$ cat src/rtl/mult_simd_accumulator_pkg.sv
// Shared constants for the SIMD product accumulator: lane mode encoding and default widths.
package mult_simd_accumulator_pkg;

    localparam int P_W_DEF  = 18;
    localparam int LO_W_DEF = 8;
    localparam int G_DEF    = 4;

    typedef enum logic {
        MODE_FULL  = 1'b0,
        MODE_SPLIT = 1'b1
    } acc_mode_e;

    function automatic acc_mode_e mode_of(input logic half_1);
        return half_1 ? MODE_SPLIT : MODE_FULL;
    endfunction

endpackage

$ cat src/rtl/mult_simd_accumulator_lane.sv
// One accumulator lane: load or add an extended operand, with carry in/out and
// signed/unsigned overflow detection.
module mult_acc_lane_add #(
    parameter int W = 12
) (
    input  logic [W-1:0] acc_i,
    input  logic [W-1:0] opnd_i,
    input  logic         load_i,
    input  logic         sign_i,
    input  logic         carry_i,
    output logic [W-1:0] sum_o,
    output logic         carry_o,
    output logic         ovf_o
);

    logic [W:0] raw;

    assign raw = {1'b0, acc_i} + {1'b0, opnd_i} + {{W{1'b0}}, carry_i};

    always_comb begin
        sum_o   = raw[W-1:0];
        carry_o = raw[W];
        ovf_o   = 1'b0;
        if (load_i) begin
            sum_o   = opnd_i;
            carry_o = 1'b0;
        end else if (sign_i) begin
            // operands agree in sign but the result does not
            ovf_o = (acc_i[W-1] == opnd_i[W-1]) && (raw[W-1] != acc_i[W-1]);
        end else begin
            ovf_o = raw[W];
        end
    end

endmodule

$ cat src/rtl/mult_simd_accumulator.sv
// Two-stage burst accumulator behind the 9x9 multiplier; full-width or two
// carry-isolated lanes with guard bits and sticky overflow flags.
module mult_simd_accumulator
    import mult_simd_accumulator_pkg::*;
#(
    parameter int  P_W   = P_W_DEF,
    parameter int  LO_W  = LO_W_DEF,
    parameter int  G     = G_DEF,
    localparam int ACC_W = P_W + 2 * G
) (
    input  logic             clk,
    input  logic             reset,
    input  logic             in_valid,
    input  logic             in_first,
    input  logic             in_last,
    input  logic [P_W-1:0]   C,
    input  logic             half_1,
    input  logic             sign,
    output logic [ACC_W-1:0] acc_out,
    output logic             out_valid,
    output logic             ovf_lo,
    output logic             ovf_hi,
    output logic             mode_err
);

    localparam int LW_LO = LO_W + G;
    localparam int LW_HI = P_W - LO_W + G;

    logic             s1_valid_q, s1_first_q, s1_last_q, s1_half_q, s1_sign_q;
    logic [P_W-1:0]   s1_c_q;

    logic [ACC_W-1:0] acc_q, acc_d;
    acc_mode_e        mode_q, mode_d;
    logic             sign_q, sign_d;
    logic             ovf_lo_q, ovf_lo_d, ovf_hi_q, ovf_hi_d;
    logic             out_valid_q, out_valid_d, mode_err_q, mode_err_d;

    logic             drop, take, split, eff_sign;
    logic [ACC_W-1:0] ext_full;
    logic [LW_LO-1:0] ext_lo, opnd_lo, sum_lo;
    logic [LW_HI-1:0] ext_hi, opnd_hi, sum_hi;
    logic             co_lo, co_hi, ovf_lo_w, ovf_hi_w;

    always_ff @(posedge clk or posedge reset) begin
        if (reset) begin
            s1_valid_q <= 1'b0;
            s1_first_q <= 1'b0;
            s1_last_q  <= 1'b0;
            s1_half_q  <= 1'b0;
            s1_sign_q  <= 1'b0;
            s1_c_q     <= '0;
        end else begin
            s1_valid_q <= in_valid;
            if (in_valid) begin
                s1_first_q <= in_first;
                s1_last_q  <= in_last;
                s1_half_q  <= half_1;
                s1_sign_q  <= sign;
                s1_c_q     <= C;
            end
        end
    end

    // a continuation beat must match the mode latched by its burst's first beat
    assign drop     = s1_valid_q && !s1_first_q && (mode_of(s1_half_q) != mode_q);
    assign take     = s1_valid_q && !drop;
    assign split    = s1_first_q ? s1_half_q : (mode_q == MODE_SPLIT);
    assign eff_sign = s1_first_q ? s1_sign_q : sign_q;

    assign ext_full = {{(2 * G){eff_sign & s1_c_q[P_W-1]}}, s1_c_q};
    assign ext_lo   = {{G{eff_sign & s1_c_q[LO_W-1]}}, s1_c_q[LO_W-1:0]};
    assign ext_hi   = {{G{eff_sign & s1_c_q[P_W-1]}}, s1_c_q[P_W-1:LO_W]};
    assign opnd_lo  = split ? ext_lo : ext_full[LW_LO-1:0];
    assign opnd_hi  = split ? ext_hi : ext_full[ACC_W-1:LW_LO];

    mult_acc_lane_add #(.W(LW_LO)) u_lane_lo (
        .acc_i   (acc_q[LW_LO-1:0]),
        .opnd_i  (opnd_lo),
        .load_i  (s1_first_q),
        .sign_i  (eff_sign),
        .carry_i (1'b0),
        .sum_o   (sum_lo),
        .carry_o (co_lo),
        .ovf_o   (ovf_lo_w)
    );

    mult_acc_lane_add #(.W(LW_HI)) u_lane_hi (
        .acc_i   (acc_q[ACC_W-1:LW_LO]),
        .opnd_i  (opnd_hi),
        .load_i  (s1_first_q),
        .sign_i  (eff_sign),
        .carry_i (split ? 1'b0 : co_lo),
        .sum_o   (sum_hi),
        .carry_o (co_hi),
        .ovf_o   (ovf_hi_w)
    );

    always_comb begin
        acc_d       = acc_q;
        mode_d      = mode_q;
        sign_d      = sign_q;
        ovf_lo_d    = ovf_lo_q;
        ovf_hi_d    = ovf_hi_q;
        out_valid_d = take && s1_last_q;
        mode_err_d  = drop;
        if (take) begin
            acc_d = {sum_hi, sum_lo};
            if (s1_first_q) begin
                mode_d   = mode_of(s1_half_q);
                sign_d   = s1_sign_q;
                ovf_lo_d = 1'b0;
                ovf_hi_d = 1'b0;
            end else if (split) begin
                ovf_lo_d = ovf_lo_q | ovf_lo_w;
                ovf_hi_d = ovf_hi_q | ovf_hi_w;
            end else begin
                // in full mode the upper lane's add is the MSB of the whole accumulator
                ovf_lo_d = ovf_lo_q | ovf_hi_w;
            end
        end
    end

    always_ff @(posedge clk or posedge reset) begin
        if (reset) begin
            acc_q       <= '0;
            mode_q      <= MODE_FULL;
            sign_q      <= 1'b0;
            ovf_lo_q    <= 1'b0;
            ovf_hi_q    <= 1'b0;
            out_valid_q <= 1'b0;
            mode_err_q  <= 1'b0;
        end else begin
            acc_q       <= acc_d;
            mode_q      <= mode_d;
            sign_q      <= sign_d;
            ovf_lo_q    <= ovf_lo_d;
            ovf_hi_q    <= ovf_hi_d;
            out_valid_q <= out_valid_d;
            mode_err_q  <= mode_err_d;
        end
    end

    assign acc_out   = acc_q;
    assign out_valid = out_valid_q;
    assign ovf_lo    = ovf_lo_q;
    assign ovf_hi    = ovf_hi_q;
    assign mode_err  = mode_err_q;

    logic unused_co_hi;
    assign unused_co_hi = co_hi;

endmodule

$ cat config.mk
export PLATFORM = sky130hd
export DESIGN_NAME = mult_simd_accumulator
export DESIGN_NICKNAME = d
export VERILOG_FILES = /design/src/rtl/mult_simd_accumulator_pkg.sv /design/src/rtl/mult_simd_accumulator_lane.sv /design/src/rtl/mult_simd_accumulator.sv
export SDC_FILE = /design/constraint.sdc
export NUM_CORES = 1
export LEC_CHECK = 0
export CORE_ASPECT_RATIO = 0.8
export CORE_MARGIN = 10
export CORE_UTILIZATION = 55
export DETAILED_ROUTE_END_ITERATION = 16
export DONT_BUFFER_PORTS = 1
export MAX_ROUTING_LAYER = met4
export PLACE_DENSITY_LB_ADDON = 0.08
export SLEW_MARGIN = 20
export SYNTH_ARGS = -nofsm -noshare
export SYNTH_HDL_FRONTEND = slang
export SYNTH_HIERARCHICAL = 1
export SYNTH_SLANG_ARGS = --single-unit
$ cat constraint.sdc
create_clock -name clk -period 5 [get_ports clk]
set_input_delay 1 -clock clk [delete_from_list [all_inputs] [get_ports clk]]
set_output_delay 1 -clock clk [all_outputs]
set_load 0.01 [all_outputs]
==> metrics.txt <==
run status=complete, no violations; WHS=0.499 ns; crit path max fanout=14; DR pass1 iterations=4; Leak Pwr=1.77 nW; Rows=27; die width=113 um; DP HPWL=6.15 mm; WL final=8.23 mm; Vias=2677; vias in the first global route=2610; Slew headroom=0.320; reported max-cap violation count=0; # hold bufs at CTS=0; antenna-violating nets left=0; worst-path cell chain=mux2_2, nand3b_1, nand2_1, ha_1, a21oi_1, nor3_1, nor2_1, nand2_1, and2_1, fa_1, fa_1, a21o_1, a31oi_1, o311a_2, o21ai_1, a21o_1, a32o_1, a41oi_1, a21oi_1; Tightest Pin Transition=1.02 ns; register clock-pin slew on the reported worst setup and hold paths=0.10 ns; mapped cell area=3810 um^2; CP Buf/Inv Count=0; DRC viols=0; Worst setup SP type=register; crit path kind=reg2reg; Ys Warns=6; non-filler cells, final=456; die area=10700 um^2; Final Cell Area=3940 um^2; fin crit share=0.934; layout cells sized above 1=0.241; Die Ht=94.5 um; placed insts=448; detailed-route wire length per cell=18.0 um; postcts setup bufs=0; pin count of the biggest net entering global routing=56; CP max-delay cell=dfrtp_2; worst min path class=reg2reg; initial core utilization=0.559; Mapped Cells=373; Worst-Skew Late Latency=0.31 ns; # diodes=0; Gates resized, CTS repair=0; Clock Tree Buf Depth=2; I/O pins=55; Synth Area per Inst=10.2 um^2; nets@finish=421; peak supply drop=0.257 mV; final setup violation count=0; fin crit period=4.67 ns; cell chosen for the clock root=clkbuf_8; TritonCTS clock tree=yes; Global Route met1 Usage=0.234; Max Slew Vio Count=0; critical path data required time=5.19 ns; Max Freq=214 MHz; dpl cell area=3860 um^2; Area Overhead vs Synth=3.35%; commonest non-fill, non-tap cells in the layout=mux2_2, dfrtp_1, nand2_1, ha_1; # H-tree levels=2; met3 Use GR=0.0532; initial drt markers=144; IO Port Bufs=0; overall power=2.36 mW; vias per inst=5.87; first-pass GRT wire length=13.9 mm; RePlAce Congestion=0.853; syn_nets=426; CP delay by family, top=compound AO/OA/AOI/OAI gates; Setup TNS Final=0 ns; most common cell after layout, fill and taps aside=mux2_2; pwr/cell area=599 nW/um^2; crit-path max cell delay=0.53 ns; GR Overflow Total=0; antenna violations before repair=0; final hold violation count=0; clk sinks=55; met2 usage=0.216; number of fill cells=587; RSZ-0062 raised after global routing=no; core area=6820 um^2; Setup Skew=0.00661 ns; Top Usage Layer GRT=met1; Total Routing Usage GR=0.162; number of CTS-inserted buffers=5; CP arrival=4.86 ns; Critical Path End Type=register
==> worst register-to-register path, cell delays in order, from the launching register on <==
cell	delay [ns]
dfrtp_2	0.53
mux2_2	0.46
nand3b_1	0.19
nand2_1	0.09
ha_1	0.35
a21oi_1	0.24
nor3_1	0.08
nor2_1	0.14
nand2_1	0.06
and2_1	0.15
fa_1	0.42
fa_1	0.42
a21o_1	0.22
a31oi_1	0.20
o311a_2	0.27
o21ai_1	0.09
a21o_1	0.18
a32o_1	0.22
a41oi_1	0.21
a21oi_1	0.06
==> flip-flops by register name, summed over array words and instances (netlist names) <==
signal,cells
s1_first_q,1
acc_out,26
s1_valid_q,1
s1_c_q,18
ovf_lo,1
mode_err,1
s1_sign_q,1
out_valid,1
mode_q,1
ovf_hi,1
sign_q,1
s1_last_q,1
s1_half_q,1
==> where the power goes <==
group | leakage [nW] | switching (mW) | internal (mW)
registers | 0.662 | 0.203 | 0.578
logic | 1.06 | 0.704 | 0.629
clock network | 0.0412 | 0.148 | 0.0985
total | 1.77 | 1.06 | 1.31
==> through the flow <==
step / worst slack (ns) / utilization
floorplan: 0.605 / -
global placement: 0.495 / 0.565
detailed placement: 0.384 / 0.565
CTS: 0.364 / 0.578
global route: 0.0231 / 0.578
finish: 0.328 / 0.578
==> path summary, 6_finish.rpt <==
| kind | startpoint | to | slack, ns | cells after the start |
|---|---|---|---|---|
| min in group asynchronous | reset | s1_c_q[1]$_DFFE_PP0P_ | 0.76 | 2 |
| max in group asynchronous | reset | s1_first_q$_DFFE_PP0P_ | 3.73 | 2 |
| max reg2reg | s1_first_q$_DFFE_PP0P_ | ovf_hi$_DFFE_PP0P_ | 0.33 | 19 |
| min reg2reg | s1_last_q$_DFFE_PP0P_ | out_valid$_DFF_PP0_ | 0.50 | 2 |
| max | s1_first_q$_DFFE_PP0P_ | ovf_hi$_DFFE_PP0P_ | 0.33 | 19 |
| min | s1_last_q$_DFFE_PP0P_ | out_valid$_DFF_PP0_ | 0.50 | 2 |
==> routing by layer <==
metal	part of all wire	vias up	wire length (um)
met5	0	-	0
met1	0.52	1292	4290
met3	0.079	5	651
met4	0.0055	0	45
met2	0.39	61	3250
li1	-	1319	-
==> area by class of cell <==
cell class,instances,area [um^2],area share
clock buffers,6,72.6,0.0184
multi-input cells,290,2300,0.582
well taps,87,109,0.0276
flip-flops and latches,55,1380,0.349
inverters,12,45.0,0.0114
clock inverters,2,12.5,0.00317
repair buffers,4,30.0,0.00762
No activity file was read; power rests on OpenSTA's default activity.
==> edit 1 (config.mk and constraints unchanged) <==
Make the reset (`reset`) synchronous in 2 clocked blocks.
--- a/src/rtl/mult_simd_accumulator.sv
+++ b/src/rtl/mult_simd_accumulator.sv
@@ -41,7 +41,7 @@
     logic [LW_HI-1:0] ext_hi, opnd_hi, sum_hi;
     logic             co_lo, co_hi, ovf_lo_w, ovf_hi_w;
 
-    always_ff @(posedge clk or posedge reset) begin
+    always_ff @(posedge clk) begin
         if (reset) begin
             s1_valid_q <= 1'b0;
             s1_first_q <= 1'b0;
@@ -120,7 +120,7 @@
         end
     end
 
-    always_ff @(posedge clk or posedge reset) begin
+    always_ff @(posedge clk) begin
         if (reset) begin
             acc_q       <= '0;
             mode_q      <= MODE_FULL;
Formal check against the unedited RTL: differs if reset is asserted again (counterexample within 4 cycles, from zero or initial values and one cycle with reset high); with reset held inactive, the same outputs for 10 cycles.
==> edit 1 against the unedited design <==
Final area is 2.4% higher. Clock skew is 0.0012 ns higher. Non-clock buffer count stayed put. Setup slack better by 0.034 ns. Maximum frequency is 0.73% higher. First-iteration DRC count is 49% higher. Sequential cell count stayed put. Synthesized area is 3.7% higher. Wire length is 8.9% higher. Critical path type unchanged. Largest cell class unchanged.
Power is not compared: it rests on default switching activity, and its combinational part moved more than twofold at a synthesized area within 25%.
==> edit 1: results (changes against the unedited design) <==
- The total placed instance area is 3940 um^2 (+2.0%).
- The peak fanout along the critical path is 25 (+11).
- The global-route met3 utilization was 4.29% (-1.0 points).
- The number of H-tree branching levels is 2 (unchanged).
- The biggest cell delay along the critical path is 0.43 ns (-0.10 ns).
- The number of vias after detailed routing is 3086 (+15%).
- The met1 layer usage reported by global route is 23.6% (+0.22 points).
- The count of nets after finishing was 504 (+20%).
- The met2 wirelength from detailed routing is 3.71 mm (+14%).
- The length of the first detailed-routing pass in iterations was 5 (+1).
- The via count of the first global-routing pass came to 2836 (+8.7%).
- The total met3 wirelength after detailed routing is 603 um (-7.4%).
- The HPWL after detailed placement was 6.64 mm (+8.0%).
- The overall fraction of global-route tracks in use is 16.8% (+0.64 points).
- The arrival time reported for the critical path endpoint is 4.83 ns (-0.03 ns).
- The final RePlAce weighted congestion came to 0.900 (+5.5%).
- The routed length on met1 came to 4.60 mm (+7.4%).
- The post-place setup slack was 0.448 ns (+0.0641 ns).
- The wire length of the first global-routing pass is 14.7 mm (+5.9%).
- The final wirelength is 8.96 mm (+8.9%).
- The instance count after placement with tap cells included was 531 (+19%).
- The met2 global-route usage is 23.8% (+2.3 points).
- The clock skew after layout is 0.00782 ns (+0.00121 ns).
- The run finished with clean final reports.
- The routed wirelength normalized by instance count is 16.6 um (-7.9%).
- The net count of the mapped netlist came to 521 (+22%).
- The maximum number of pins on one net before global-route repair is 81 (+45%).
- The synthesized instance count is 468 (+25%).
- The DRC marker count from the first detailed-route iteration is 215 (+49%).
- For this design, the slowest cell found on the critical path is sky130_fd_sc_hd__fa_1.
- The ratio of cells with drive above 1 in the final layout came to 8.19% (-16 points).
edit 1: cell count changes in the layout (fill, tap and decap cells not counted), sizes merged, moves of 21 or more:
| cell | change |
|---|---|
| nor2 | +21 |
| dfrtp | -55 |
| mux2 | -51 |
| nand2b | +52 |
| mux2i | +48 |
| dfxtp | +55 |
edit 1: final timing paths:
path / startpoint / to / slack [ns] / cells past startpoint
hold / removal: sign_q / sign_q / 0.48 / 2
setup reg to reg: s1_first_q / ovf_hi / 0.36 / 20
setup / recovery: s1_first_q / ovf_hi / 0.36 / 20
hold reg to reg: sign_q / sign_q / 0.48 / 2
edit 1: final cells by class:
cell class              count  area (um^2)
well taps                  87          109
inverters                   9         33.8
repair buffers              4         30.0
flip-flops and latches     55         1100
multi-input cells         376         2660
fillers                   627         2890
clock buffers               8          100
edit 1: tightest hold or removal path: stages, from the launching register on:
cell and delay (ns):
sky130_fd_sc_hd__dfxtp_1 0.33, sky130_fd_sc_hd__nand2_1 0.06, sky130_fd_sc_hd__a21oi_1 0.05
==> edit 2 (same flow settings) <==
Made on the original files. `P_W_DEF`: 18 -> 14.
--- a/src/rtl/mult_simd_accumulator_pkg.sv
+++ b/src/rtl/mult_simd_accumulator_pkg.sv
@@ -1,7 +1,7 @@
 // Shared constants for the SIMD product accumulator: lane mode encoding and default widths.
 package mult_simd_accumulator_pkg;
 
-    localparam int P_W_DEF  = 18;
+    localparam int P_W_DEF  = 14;
     localparam int LO_W_DEF = 8;
     localparam int G_DEF    = 4;
 
Ports: changed (resized C and acc_out); port bits go from 55 to 47. No check against the original RTL was run, so the function may have changed too.
==> edit 2 against the unedited design <==
Setup slack improved by 0.39 ns. Final area decreased by 14%. Sequential cell count decreased by 8. Power decreased by 18%. Synthesized cell count decreased by 13%. Sequential power decreased by 14%. Synthesized area decreased by 15%. Final cell count decreased by 12%. Wire length decreased by 20%.
==> edit 2: results (changes against the unedited design) <==
- The sequential cell area is 1180 um^2 (-15%).
- The number of port buffers is 0 (unchanged).
- The count of nets after finishing is 367 (-13%).
- The start of the worst register-to-register path is s1_first_q.
- The fill cell total of the finished layout is 495 (-16%).
- The maximum number of pins on one net before global-route repair is 48 (-14%).
- The arrival time reported for the critical path endpoint was 4.53 ns (-0.33 ns).
- The post-place setup slack is 0.813 ns (+0.429 ns).
- The peak fanout along the critical path is 15 (+1).
- The peak ir drop on the vdd network is 0.246 mV (-4.6%).
- The final wirelength is 6.59 mm (-20%).
- The number of vias per cell was 5.70 (-2.9%).
- The flow ran to the end, and the final reports show no timing, DRC or antenna violations.
- The total placed instance area is 3310 um^2 (-14%).
- The wire length of the first global-routing pass is 11.2 mm (-20%).
- The via count of the first global-routing pass was 2195 (-16%).
- The ratio of cells with drive above 1 in the final layout is 21.7% (-2.4 points).
- The final RePlAce weighted congestion is 0.916 (+7.3%).
- The clock skew after layout is 0.0150 ns (+0.00835 ns).
- The HPWL after detailed placement is 4.85 mm (-21%).
- The total CTS buffers is 5 (unchanged).
- The flip-flop count of the largest register after layout is 22 (-15%).
- The leakage component of the power is 0.00151 uW (-14%).
- Among cell families on the critical path, the largest total delay comes from simple AND/OR/NAND/NOR gates.
- The DRC marker count from the first detailed-route iteration was 70 (-51%).
- The overall fraction of global-route tracks in use came to 14.9% (-1.3 points).
- The worst relative slew slack is 44.9% (+13 points).
- The biggest cell delay along the critical path is 0.56 ns (+0.03 ns).
[edit 2: changes by cell type in the layout (fill, tap and decap cells not counted), sizes merged, moves of 7 or more]
cell and delta:
dfrtp -8, inv +7, o21ai -14, xor2 -7, nand2 -7, mux2 -15
[edit 2: worst paths after layout]
check                               to  slack [ns]
min reg2reg                  out_valid        0.50
min in group asynchronous  acc_out[18]        0.72
max reg2reg                acc_out[18]        0.71
min                          out_valid        0.50
max in group asynchronous   s1_first_q        3.86
max                        acc_out[18]        0.71
[edit 2: per-stage QoR]
stage	power (uW)	instances
floorplan	1520	324
global placement	1690	393
detailed placement	1710	393
CTS	1970	401
global route	2140	401
finish	1950	401
[edit 2: power breakdown]
group | internal, uW | switching, uW | total (uW)
sequential | 495 | 173 | 668
combinational | 497 | 538 | 1030
clock | 103 | 142 | 245
[edit 2: metal layers]
metal | global-route usage [%] | share of wire, % | up-vias
met4 | 2.58 | 0.26 | 0
met1 | 20.1 | 53 | 1078
met2 | 20.8 | 40 | 46
li1 | - | - | 1161
met5 | - | 0 | -
met3 | 5.66 | 6.8 | 2
[edit 2: final cells by class]
type	count	share of cell area, %
Clock buffer	5	2.02
Clock inverter	3	0.772
Inverter	17	1.88
Multi-Input combinational cell	248	57.2
Sequential cell	47	34.6
Tap cell	78	2.87
Timing Repair Buffer	3	0.662
